**config.mk**
```make
export PLATFORM = sky130hd
export DESIGN_NAME = bin2bcd_seq
export DESIGN_NICKNAME = d
export VERILOG_FILES = /design/src/rtl/bin2bcd_seq.sv
export SDC_FILE = /design/constraint.sdc
export NUM_CORES = 1
export LEC_CHECK = 0
export ABC_AREA = 1
export CORE_UTILIZATION = 44
export DETAILED_ROUTE_END_ITERATION = 10
export PLACE_DENSITY = 0.64
export SLEW_MARGIN = 40
export SYNTH_ARGS = -nofsm -noshare
export SYNTH_HDL_FRONTEND = slang
export SYNTH_SLANG_ARGS = --single-unit
```
**constraint.sdc**
```tcl
create_clock -name clk -period 4.8 [get_ports clk]
set_input_delay 0.96 -clock clk [delete_from_list [all_inputs] [get_ports clk]]
set_output_delay 0.96 -clock clk [all_outputs]
set_load 0.05 [all_outputs]
```
**src/rtl/bin2bcd_seq.sv**
```systemverilog
`default_nettype none
// ============================================================================
// Module   : bin2bcd_seq
// Purpose  : Sequential binary to packed-BCD converter (shift-and-add-3),
//            one input bit per clock. Drives a seven-segment scanner, so the
//            published result is only updated when a conversion completes.
// Ports    : clk      - clock, rising edge active
//            rst      - asynchronous active-high reset
//            start    - conversion request, sampled only while idle
//            bin_in   - unsigned binary value, captured with start
//            busy     - high while a conversion is running
//            done     - one-cycle pulse when bcd_out/ovf were updated
//            bcd_out  - packed BCD result, digit 0 in [3:0]
//            ovf      - last captured value exceeded 10^DIGITS - 1
// Revision : 1.0 - initial release
// ============================================================================
module bin2bcd_seq #(
  parameter int BIN_W  = 27,  // must cover 10^DIGITS - 1; at most 64
  parameter int DIGITS = 8    // 1..8
) (
  input  logic                  clk,
  input  logic                  rst,
  input  logic                  start,
  input  logic [BIN_W-1:0]      bin_in,
  output logic                  busy,
  output logic                  done,
  output logic [4*DIGITS-1:0]   bcd_out,
  output logic                  ovf
);

  localparam int C_BCD_W = 4 * DIGITS;
  localparam int C_CNT_W = $clog2(BIN_W + 1);

  function automatic logic [63:0] max_decimal(input int n);
    logic [63:0] p;
    p = 64'd1;
    for (int k = 0; k < n; k++) begin
      p = p * 64'd10;
    end
    return p - 64'd1;
  endfunction

  // Largest value representable in DIGITS decimal digits.
  localparam logic [63:0] C_MAX_DEC = max_decimal(DIGITS);

  typedef enum logic [1:0] {
    S_IDLE  = 2'd0,
    S_SHIFT = 2'd1,
    S_DONE  = 2'd2
  } state_t;

  state_t               state_q,   state_d;
  logic [BIN_W-1:0]     shift_q,   shift_d;
  logic [C_BCD_W-1:0]   scratch_q, scratch_d;
  logic [C_CNT_W-1:0]   cnt_q,     cnt_d;
  logic                 ovf_lat_q, ovf_lat_d;
  logic [C_BCD_W-1:0]   bcd_q,     bcd_d;
  logic                 ovf_q,     ovf_d;
  logic                 busy_q,    busy_d;
  logic                 done_q,    done_d;

  always_comb begin
    logic       carry;
    logic [3:0] dig;

    state_d   = state_q;
    shift_d   = shift_q;
    scratch_d = scratch_q;
    cnt_d     = cnt_q;
    ovf_lat_d = ovf_lat_q;
    bcd_d     = bcd_q;
    ovf_d     = ovf_q;
    busy_d    = busy_q;
    done_d    = 1'b0;
    carry     = 1'b0;
    dig       = 4'd0;

    case (state_q)
      S_IDLE: begin
        if (start) begin
          shift_d   = bin_in;
          scratch_d = '0;
          cnt_d     = C_CNT_W'(BIN_W);
          ovf_lat_d = (64'(bin_in) > C_MAX_DEC);
          busy_d    = 1'b1;
          state_d   = S_SHIFT;
        end
      end

      S_SHIFT: begin
        // Add-3 then shift, fused per digit: each adjusted digit's MSB is
        // the bit that shifts into the next digit up. The top digit's MSB
        // falls off; range errors are reported by the overflow latch only.
        carry = shift_q[BIN_W-1];
        for (int i = 0; i < DIGITS; i++) begin
          dig = scratch_q[4*i +: 4];
          if (dig >= 4'd5) begin
            dig = dig + 4'd3;
          end
          scratch_d[4*i +: 4] = {dig[2:0], carry};
          carry               = dig[3];
        end
        shift_d = {shift_q[BIN_W-2:0], 1'b0};
        cnt_d   = cnt_q - C_CNT_W'(1);
        if (cnt_q == C_CNT_W'(1)) begin
          state_d = S_DONE;
        end
      end

      S_DONE: begin
        bcd_d   = ovf_lat_q ? {DIGITS{4'h9}} : scratch_q;
        ovf_d   = ovf_lat_q;
        done_d  = 1'b1;
        busy_d  = 1'b0;
        state_d = S_IDLE;
      end

      default: begin
        busy_d  = 1'b0;
        state_d = S_IDLE;
      end
    endcase
  end

  always_ff @(posedge clk or posedge rst) begin
    if (rst) begin
      state_q   <= S_IDLE;
      shift_q   <= '0;
      scratch_q <= '0;
      cnt_q     <= '0;
      ovf_lat_q <= 1'b0;
      bcd_q     <= '0;
      ovf_q     <= 1'b0;
      busy_q    <= 1'b0;
      done_q    <= 1'b0;
    end else begin
      state_q   <= state_d;
      shift_q   <= shift_d;
      scratch_q <= scratch_d;
      cnt_q     <= cnt_d;
      ovf_lat_q <= ovf_lat_d;
      bcd_q     <= bcd_d;
      ovf_q     <= ovf_d;
      busy_q    <= busy_d;
      done_q    <= done_d;
    end
  end

  assign busy    = busy_q;
  assign done    = done_q;
  assign bcd_out = bcd_q;
  assign ovf     = ovf_q;

endmodule
`default_nettype wire

```
-- Word-level counts from Yosys, hierarchy flattened
Cells that the tools add are included.
- register bits: 102
- bits of input ports: 30
- logic and storage cells: 60
- add/subtract/negate cells: 9
- magnitude comparators: 9
- equality and inequality tests: 5
- multiplexer cells: 21
- bitwise logic cells: 1
- reductions and logical operators: 6
- operators with widths (kind ; number):
    32-bit two-way mux ; 2
    32-bit one-hot mux with 2 select lines ; 1
    27-bit one-hot mux with 2 select lines ; 1
    4-bit by 3-bit greater-or-equal comparator with 1-bit output, second input constant ; 8
    4-bit by 2-bit adder with 4-bit output, second input constant ; 7
    4-bit two-way mux ; 7
    27-bit > comparator, second input constant ; 1
    27-bit two-way mux ; 1
    5-bit one-hot mux with 2 select lines ; 1
    2-bit AND reduction ; 4
    5-bit by 1-bit equality test with 1-bit output, second input constant ; 1
    5-bit two-way mux ; 1
    5-bit by 1-bit subtractor with 5-bit output, second input constant ; 1
    2-bit two-way mux ; 2
    2-bit inequality test, second input constant ; 2
    2-bit one-hot mux with 2 select lines ; 1
    3-bit by 2-bit adder with 3-bit output, second input constant ; 1
    3-bit two-way mux ; 1
    2-bit by 1-bit equality test with 1-bit output, second input constant ; 1
    2-bit equality test, second input constant ; 1
    2-bit zero test ; 1
    1-bit two-way mux ; 2
    1-bit one-hot mux with 2 select lines ; 1
    2-bit nonzero test ; 1
    1-bit inverter ; 1

-- Depth between registers and ports, before layout
Gate-level depths: netlist of run 1.
- depth after elaboration: 3
- mapped depth: 9

-- Worst setup path before layout of run 1
No wires, ideal clock.
- path kind: input port to flip-flop
- start: input port start
- end: register shift_q[2]
- setup time: 0.068 ns
- arrival: 1.620 ns
- required time: 4.732 ns
- setup slack: 3.111 ns
- stages on the path: 6
- buffers on the path: 2
- cell sequence: nand2_1 nor2_1 buf_4 buf_2 nand2_1 nand3_1
- longest elaborated chain between the ends: 2
- ends and longest elaborated chain (item ; line ; RTL):
    from (decl) ; 23 ; input logic start,
    2-bit inequality test (no line) ; -- ;
    2-bit AND reduction (no line) ; -- ;
    to (signal assigned) ; 138 ; shift_q <= shift_d;
    to (decl) ; 53 ; logic [BIN_W-1:0] shift_q, shift_d;
Every way passes these cells.
A chain may end at the register's enable or synchronous reset.

-- Worst setup path in the final report of run 1
- start: input port start
- end: register shift_q[0]
The elaborated chain is that of the path after synthesis.

==> flow_metrics.tcl, run 1 <==
set metrics [dict create \
    crit_required_ns 5.04 \
    rsz0062_at_grt "false" \
    period_share 0.541 \
    synth.area.top_cells "dfrtp_1 53%, nand2_1 10%, o21ai_0 6.2%, ha_1 4.7%, inv_1 4.4%" \
    ys_warn_count 0 \
    maxCapViolCount 0 \
    cts_tree "yes" \
    ys_seq_elements 102 \
    min_path_type "reg2reg" \
    clkSlewWorstSetupHoldPaths_ns 0.10 \
    antenna_found_initial 0 \
    antenna_left 0 \
    start_kind "input port" \
    p_leak_nw 2.73 \
    status "complete, no violations" \
    grt_pass1_vias 3608 \
    synthCells 556 \
    synth_top_cell_area_share 0.529 \
    dieArea_sq_um 11400 \
    syn_nets 604 \
    grt_pass1_wl_microns 17000 \
    grt_max_degree 69 \
    cts_setup_buffers 0 \
    num_vias 3910 \
    fmax_mhz 385 \
    fin_crit_ns 2.60 \
    synth-main-ff-cell "dfrtp_1" \
    htree_levels 3 \
    finalSetupTns_ns 0 \
    initialDrtViolationCount 166 \
    reg2reg_slack_ns 2.49 \
    total_power_w 0.00352 \
    grt_use_total 0.188 \
    cts_resized 0 \
    setup-violations-final 0 \
    hold_viol 0 \
    numCtsBuffers 9 \
    start_util 0.461 \
    final.setup_skew_ns 0.0163 \
    slew_violations 0 \
    worstPathMaxFanout 37 \
    nFillCells 978 \
    ys_types 27 \
    drive_gt1_frac 0.0660 \
    synth_area_leader_cell "dfrtp_1" \
    die_h_microns 107 \
    synth_edf_count 0 \
    diodes 0 \
    fin_ws_ns 2.20 \
    clock_path_buffers 2 \
    ys_seq_area_frac 0.529 \
    io_pins 65 \
    yosys-top-cells-count "132 x nand2_1, 102 x dfrtp_1, 60 x o21ai_0" \
    final_nets 664 \
    async_reset_ff_frac 1.00 \
    avgViaCountPerCell 5.17 \
    crit_arrival_ns 2.84 \
    path_class "in2reg" \
    core_area_sq_um 10500 \
    clock_sinks 102 \
    vdd_drop_max_v 0.000252 \
    relSlewSlack 0.522 \
    synth_most_common_cell "nand2_1" \
    cts_root_buf "clkbuf_8" \
    io_buffers 64 \
    overflow 0 \
    tightest_slew_ns 0.716 \
    drc 0 \
    syn_area_sq_um 4830 \
    finalWeightedCongestion 0.835 \
    hpwl_microns 6790 \
    clk-insertion-delay-late_ns 0.36 \
    syn_to_final_growth_pct 20.1 \
    die_width_microns 107 \
    fp-row-count 37 \
    endpoint_kind "register" \
    wl_microns 10000 \
    avgSynthCellArea_sq_um 8.68 \
    powerDensity_nw_per_um2 607 \
    ctsHoldBuffers 0 \
    wire_per_inst_microns 13.3 \
    place_ws_ns 1.80 \
    drt-pass1-iter-count 4 \
]
==> sequential cells by signal (all words and copies together), names as in the netlist <==
name and count:
busy 1, bcd_out 32, shift_q 27, ovf_lat_q 1, done 1, cnt_q 5
scratch_q 32, state_q 2, ovf 1
==> layer usage <==
layer,routed length (microns),GRT usage,up-vias
met4,111,0.0587,0
met3,378,0.0261,9
met5,0,0,-
met1,4850,0.255,1863
li1,-,-,1948
met2,4700,0.311,90
==> final cells by class <==
cell class,count,area [sq um],share of cell area
flip-flops and latches,102,2550,0.440
multi-input cells,375,1950,0.336
repair buffers,67,667,0.115
inverters,61,235,0.0406
well taps,136,170,0.0293
clock buffers,11,141,0.0244
clock inverters,5,82.6,0.0142
==> worst max-delay path, cell delays in order <==
cell	delay (ns)
clkdlybuf4s50_1	0.46
nand2_1	0.08
nand2_2	0.49
inv_1	0.54
a22o_1	0.31
==> cells by family after synthesis <==
kind of cell / synth area share
buffers and inverters: 0.0676
AOI/OAI and AO/OA: 0.170
adders and majority gates: 0.0466
DFF: 0.529
and+or+nand+nor: 0.182
xor gates and xnor gates: 0.00544
==> final timing paths <==
path,from,endpoint,depth (start not counted)
worst max-delay path,start,shift_q[0]$_DFFE_PP0P_,5
worst min-delay path,cnt_q[3]$_DFFE_PP0P_,cnt_q[3]$_DFFE_PP0P_,1
worst max register to register,state_q[0]$_DFFE_PP0P_,shift_q[21]$_DFFE_PP0P_,5
worst min register to register,cnt_q[3]$_DFFE_PP0P_,cnt_q[3]$_DFFE_PP0P_,1
max in group asynchronous,rst,scratch_q[4]$_DFFE_PP0P_,3
min in group asynchronous,rst,cnt_q[3]$_DFFE_PP0P_,3
==> layout by cell type (no fill, tap or decap), drive strengths merged <==
master,synthesis,routed
nand2,134,134
dfrtp,102,102
o21ai,70,70
clkdlybuf4s50,0,64
inv,61,60
nor2,47,47
a21oi,35,35
nand3,25,25
ha,18,18
o211ai,13,13
o22ai,12,12
clkbuf,3,11
a22oi,9,9
or2,4,4
clkinv,0,4
xor2,3,3
buf,15,3
nand4,2,2
bufinv,0,2
nand3b,1,1
a22o,1,1
a21boi,1,1
==> per-stage QoR <==
step	utilization	cells	hold slack, ns	instance area (sq um)
detailed placement	0.533	741	0.467	5570
global placement	0.532	741	0.464	5570
CTS	0.554	757	0.490	5800
floorplan	-	556	0.443	4830
global route	0.554	757	0.511	5800
finish	0.554	757	0.488	5800
==> report_power, final <==
part	internal, W	switching [W]
registers	0.00119	0.000203
clock network	0.000310	0.000292
logic	0.000552	0.000977
total	0.00205	0.00147
No activity file was read; power rests on OpenSTA's default activity.
==> run 2, diff against run 1 <==
Settings changed: PLACE_DENSITY 0.64 to 0.67.
Clock period 4.8 ns to 2.3 ns, I/O delays scaled along.
==> flow_metrics.tcl, run 2 (synthesis gave the netlist of run 1 again) <==
set metrics [dict create \
    status "complete, no violations" \
    antenna_left 0 \
    grt_pass1_wl_microns 17700 \
    syn_to_final_growth_pct 20.6 \
    setup-violations-final 0 \
    crit_chain "clkdlybuf4s50_1" \
    rsz0062_at_grt "false" \
    slew_violations 0 \
    grt_max_degree 72 \
    final_area_sq_um 5820 \
    cts_tree "yes" \
    crit_buf_inv 1 \
    fin_crit_ns 2.00 \
    cts_root_buf "clkbuf_8" \
    clkSlewWorstSetupHoldPaths_ns 0.10 \
    cp_slowest_cell "clkdlybuf4s50_1" \
    die_h_microns 107 \
    crit_required_ns 1.84 \
    ctsHoldBuffers 0 \
    most-common-layout-cells "132 x nand2_1, 102 x dfrtp_1, 64 x clkdlybuf4s50_1, 60 x o21ai_0, 56 x inv_1" \
    wl_microns 10200 \
    crit_arrival_ns 1.54 \
    htree_levels 3 \
    path_class "reg2out" \
    worstPathMaxFanout 2 \
    core_area_sq_um 10500 \
    clock_sinks 102 \
    final_nets 669 \
    worstReg2RegStart "scratch_q[8]$_DFFE_PP0P_" \
    num_vias 3926 \
    seq_power_share 0.402 \
    timing.rr.end "scratch_q[9]$_DFFE_PP0P_" \
    min_path_cells 1 \
    power.internal_w 0.00417 \
    dieArea_sq_um 11400 \
    maxCapViolCount 0 \
    antenna_found_initial 0 \
    multi_input_area_sq_um 1950 \
    tightest_slew_ns 0.765 \
    hpwl_microns 7010 \
    endpoint_kind "output port" \
    nFillCells 986 \
    final.setup_skew_ns 0.0120 \
    finalWeightedCongestion 0.836 \
    drt-pass1-iter-count 4 \
    regArea_sq_um 2550 \
    cts_resized 0 \
    drive_gt1_frac 0.0735 \
    whs_endpoint "cnt_q[4]$_DFFE_PP0P_" \
    wire_per_inst_microns 13.3 \
    r2r_cells 8 \
    clk-insertion-delay-late_ns 0.35 \
    finalSetupTns_ns 0 \
    min_path_type "reg2reg" \
    drc 0 \
    min-delay-start "cnt_q[4]$_DFFE_PP0P_" \
    grt_use_total 0.196 \
    io_buffers 64 \
    vdd_drop_max_v 0.000540 \
    dpl-instance-area_sq_um 5630 \
    numCtsBuffers 9 \
    hold_viol 0 \
    cts_setup_buffers 0 \
    initialDrtViolationCount 203 \
    start_util 0.461 \
    layout_commonest_cell "nand2_1" \
    diodes 0 \
    clock_path_buffers 2 \
    grt_pass1_vias 3911 \
    powerDensity_nw_per_um2 1240 \
    path_delay_family "buffers and inverters" \
    switching_share 0.423 \
    fmax_mhz 500 \
    pwr-share-clk 0.151 \
    start_kind "register" \
    overflow 0 \
    p_switching_w 0.00306 \
    fp-row-count 37 \
    period_share 0.869 \
    cp_slowest_stage_delay_ns 0.81 \
    holdWs_ns 0.483 \
    reg2reg_slack_ns 0.69 \
    avgViaCountPerCell 5.15 \
    io_pins 65 \
    p_leak_nw 2.74 \
    relSlewSlack 0.489 \
    combPwrFrac 0.447 \
    die_width_microns 107 \
]
-- run 2: layout make-up --
cell class              count  area share
clock buffers              10      0.0219
inverters                  61      0.0404
repair buffers             72       0.125
clock inverters             6      0.0107
flip-flops and latches    102       0.438
well taps                 136      0.0292
multi-input cells         375       0.335
-- run 2: worst max path at each step --
| stage | to | depth (start not counted) | slack [ns] | start |
|---|---|---|---|---|
| 5_1_grt | bcd_out[30] | 1 | 0.23 | bcd_out[30]$_DFFE_PP0P_ |
| 4_1_cts | bcd_out[2] | 1 | 0.27 | bcd_out[2]$_DFFE_PP0P_ |
| 2_1_floorplan | bcd_out[0]$_DFFE_PP0P_ | 1 | 0.62 | rst |
| 3_3_place_gp | shift_q[0]$_DFFE_PP0P_ | 5 | 0.42 | start |
| 6_report | bcd_out[30] | 1 | 0.30 | bcd_out[30]$_DFFE_PP0P_ |
| 3_5_place_dp | shift_q[14]$_DFFE_PP0P_ | 6 | 0.37 | start |
-- run 2: worst register-to-register path: cells and delay by family, from the launching register on --
family,cells,cell delay (ns)
AO/OA/AOI/OAI,4,0.65
flip-flops,1,0.40
adder cells (fa/ha/maj),1,0.22
buffers and inverters,2,0.17
AND/OR/NAND/NOR,1,0.05
-- run 2: per-stage QoR --
stage          power, W  instances  setup slack [ns]  utilization
6_report        0.00723        762             0.301        0.557
4_1_cts         0.00730        762             0.272        0.557
3_3_place_gp    0.00605        746             0.422        0.538
3_5_place_dp    0.00618        746             0.371        0.538
5_1_grt         0.00786        762             0.228        0.557
2_1_floorplan   0.00526        556             0.622            -
-- run 2: per-layer routing --
layer / track usage / vias up / part of all wire
li1: - / 1961 / -
met1: 0.252 / 1855 / 0.46
met2: 0.337 / 105 / 0.48
met3: 0.0340 / 5 / 0.046
met4: 0.0587 / 0 / 0.0095
met5: 0 / - / 0
-- run 2: power groups by stage --
stage               Sequential (W)  Clock (W)  Combinational (W)
floorplan                  0.00331          0            0.00195
global placement           0.00291          0            0.00314
detailed placement         0.00293          0            0.00325
CTS                        0.00290    0.00113            0.00326
global route               0.00299    0.00121            0.00366
finish                     0.00290    0.00109            0.00323
==> run 3, diff against run 2 <==
Settings changed: ABC_AREA 1 to unset, SETUP_SLACK_MARGIN set to 0.15.
==> flow_metrics.tcl, run 3 <==
set metrics [dict create \
    crit_chain "clkdlybuf4s50_1" \
    fmax_mhz 493 \
    rsz0062_at_grt "false" \
    hold_viol 0 \
    synth_area_leader_cell "dfrtp_1" \
    ctsHoldBuffers 0 \
    finalWeightedCongestion 0.756 \
    initialDrtViolationCount 187 \
    final_nets 601 \
    clk-insertion-delay-late_ns 0.37 \
    num_vias 3825 \
    io_pins 65 \
    worstReg2RegStart "scratch_q[17]$_DFFE_PP0P_" \
    ys_seq_elements 102 \
    synth-main-ff-cell "dfrtp_1" \
    timing.rr.end "scratch_q[18]$_DFFE_PP0P_" \
    slew_violations 0 \
    place_ws_ns 0.180 \
    die_width_microns 108 \
    start_kind "register" \
    clkSlewWorstSetupHoldPaths_ns 0.10 \
    finalSetupTns_ns 0 \
    synth.area.top_cells "dfrtp_1 52%, o21ai_0 6.4%, ha_1 4.6%, a21oi_1 4.0%, nand2_1 4.0%" \
    cts_resized 0 \
    vdd_drop_max_v 0.000508 \
    ys_types 42 \
    grt_pass1_vias 3774 \
    cts_tree "yes" \
    synth_most_common_cell "dfrtp_1" \
    synthMuxAreaShare 0.0213 \
    powerDensity_nw_per_um2 1240 \
    cts_setup_buffers 0 \
    hpwl_microns 6880 \
    dieArea_sq_um 11700 \
    final.setup_skew_ns 0.00976 \
    cp_slowest_cell "clkdlybuf4s50_1" \
    yosys-top-cells-count "102 x dfrtp_1, 63 x o21ai_0, 52 x nand2_1" \
    syn_nets 547 \
    overflow 0 \
    setup-violations-final 0 \
    drc 0 \
    start_util 0.454 \
    synth_top_family_by_area "compound AO/OA/AOI/OAI gates" \
    drt-pass1-iter-count 4 \
    critPathLaunch "busy$_DFFE_PP0P_" \
    grt_pass1_wl_microns 18000 \
    syn_area_sq_um 4940 \
    r2r_cells 6 \
    multi_input_area_sq_um 2160 \
    numCtsBuffers 9 \
    wl_microns 10500 \
    min-delay-start "bcd_out[10]$_DFFE_PP0P_" \
    layout_commonest_cell "dfrtp_1" \
    most-common-layout-cells "102 x dfrtp_1, 64 x clkdlybuf4s50_1, 63 x o21ai_0, 52 x nand2_1, 39 x a21oi_1" \
    grt_max_degree 103 \
    diodes 0 \
    yosys.area_share.adder 0.0456 \
    path_class "reg2out" \
    regArea_sq_um 2550 \
    p_leak_nw 2.61 \
    ys_seq_area_frac 0.517 \
    synth_edf_count 0 \
    period_share 0.882 \
    maxCapViolCount 0 \
    worstPathMaxFanout 2 \
    path_delay_family "buffers and inverters" \
    antenna_found_initial 0 \
    tightest_slew_ns 0.533 \
    fin_crit_ns 2.03 \
    synth_compound_area_frac 0.205 \
    synthCells 499 \
    io_buffers 64 \
    fp-row-count 38 \
    min_path_type "reg2reg" \
    nFillCells 1021 \
    status "complete, no violations" \
    crit_arrival_ns 1.57 \
    async_reset_ff_frac 1.00 \
    antenna_left 0 \
    syn_to_final_growth_pct 20.5 \
    core_area_sq_um 10900 \
    synth_simple_gate_area_frac 0.144 \
    ys_warn_count 0 \
    synth_top_cell_area_share 0.517 \
    relSlewSlack 0.645 \
    die_h_microns 108 \
    reg2reg_slack_ns 0.49 \
    clock_sinks 102 \
    htree_levels 3 \
    fin_ws_ns 0.272 \
    endpoint "busy" \
    crit_required_ns 1.84 \
    cp_slowest_stage_delay_ns 0.81 \
    synth_xor_area_frac 0.0195 \
    drive_gt1_frac 0.0663 \
    clock_path_buffers 2 \
    avgViaCountPerCell 5.48 \
    crit_buf_inv 1 \
    endpoint_kind "output port" \
    path_depth 1 \
    cts_root_buf "clkbuf_8" \
    avgSynthCellArea_sq_um 9.90 \
    grt_use_total 0.196 \
    wire_per_inst_microns 15.0 \
]
[run 3: changes by cell type after synthesis, moves of 10 or more]
| cell | delta |
|---|---|
| and3b_1 | +11 |
| clkbuf_1 | +10 |
| inv_1 | -35 |
| nand2_1 | -80 |
| nand2b_1 | +18 |
| nand3_1 | -23 |
| nor2_1 | -26 |
| nor2b_1 | +16 |
| o211ai_1 | -12 |
| o21ai_2 | -10 |
| o31ai_1 | +16 |
[run 3: stage by stage]
step | hold slack, ns | cells | power [W] | utilization | instance area, sq um
after floorplan | 0.450 | 499 | 0.00528 | - | 4940
after global placement | 0.462 | 682 | 0.00606 | 0.527 | 5740
after detailed placement | 0.466 | 682 | 0.00621 | 0.527 | 5740
after CTS | 0.490 | 698 | 0.00745 | 0.547 | 5950
after global routing | 0.512 | 698 | 0.00797 | 0.547 | 5950
final | 0.483 | 698 | 0.00740 | 0.547 | 5950
[run 3: layer usage]
layer  GRT usage  vias to the layer above  wire [microns]
met4      0.0577                        0             106
met1       0.266                     1874            5030
met3      0.0350                       10             365
met5           0                        -               0
li1            -                     1869               -
met2       0.320                       72            4960
[run 3: how the worst min path moves through the flow]
stage | to | slack [ns] | depth (start not counted)
final | bcd_out[10]$_DFFE_PP0P_ | 0.48 | 2
after global routing | bcd_out[1]$_DFFE_PP0P_ | 0.51 | 2
after CTS | bcd_out[19]$_DFFE_PP0P_ | 0.49 | 2
after floorplan | shift_q[14]$_DFFE_PP0P_ | 0.45 | 2
after detailed placement | bcd_out[1]$_DFFE_PP0P_ | 0.47 | 2
after global placement | bcd_out[4]$_DFFE_PP0P_ | 0.46 | 2
[run 3: layout make-up]
cell class,instances,share of cell area
tap,140,0.0294
inverter,22,0.0145
timing repair buffer,76,0.129
clock buffer,10,0.0214
multi-input combinational,342,0.362
clock inverter,6,0.0145
sequential,102,0.429
[run 3: cells by family (layout without fill, tap and decap cells)]
| family | count (synthesis) | in the layout |
|---|---|---|
| flops | 102 | 102 |
| mux | 10 | 10 |
| fa+ha+maj | 18 | 18 |
| xor+xnor | 11 | 11 |
| simple gates | 136 | 136 |
| compound gates | 167 | 167 |
| buf+inv | 55 | 114 |
[run 3: power by group]
group / internal [W] / switching, W
sequential: 0.00242 / 0.000495
clock: 0.000612 / 0.000610
combinational: 0.00137 / 0.00189
total: 0.00440 / 0.00300
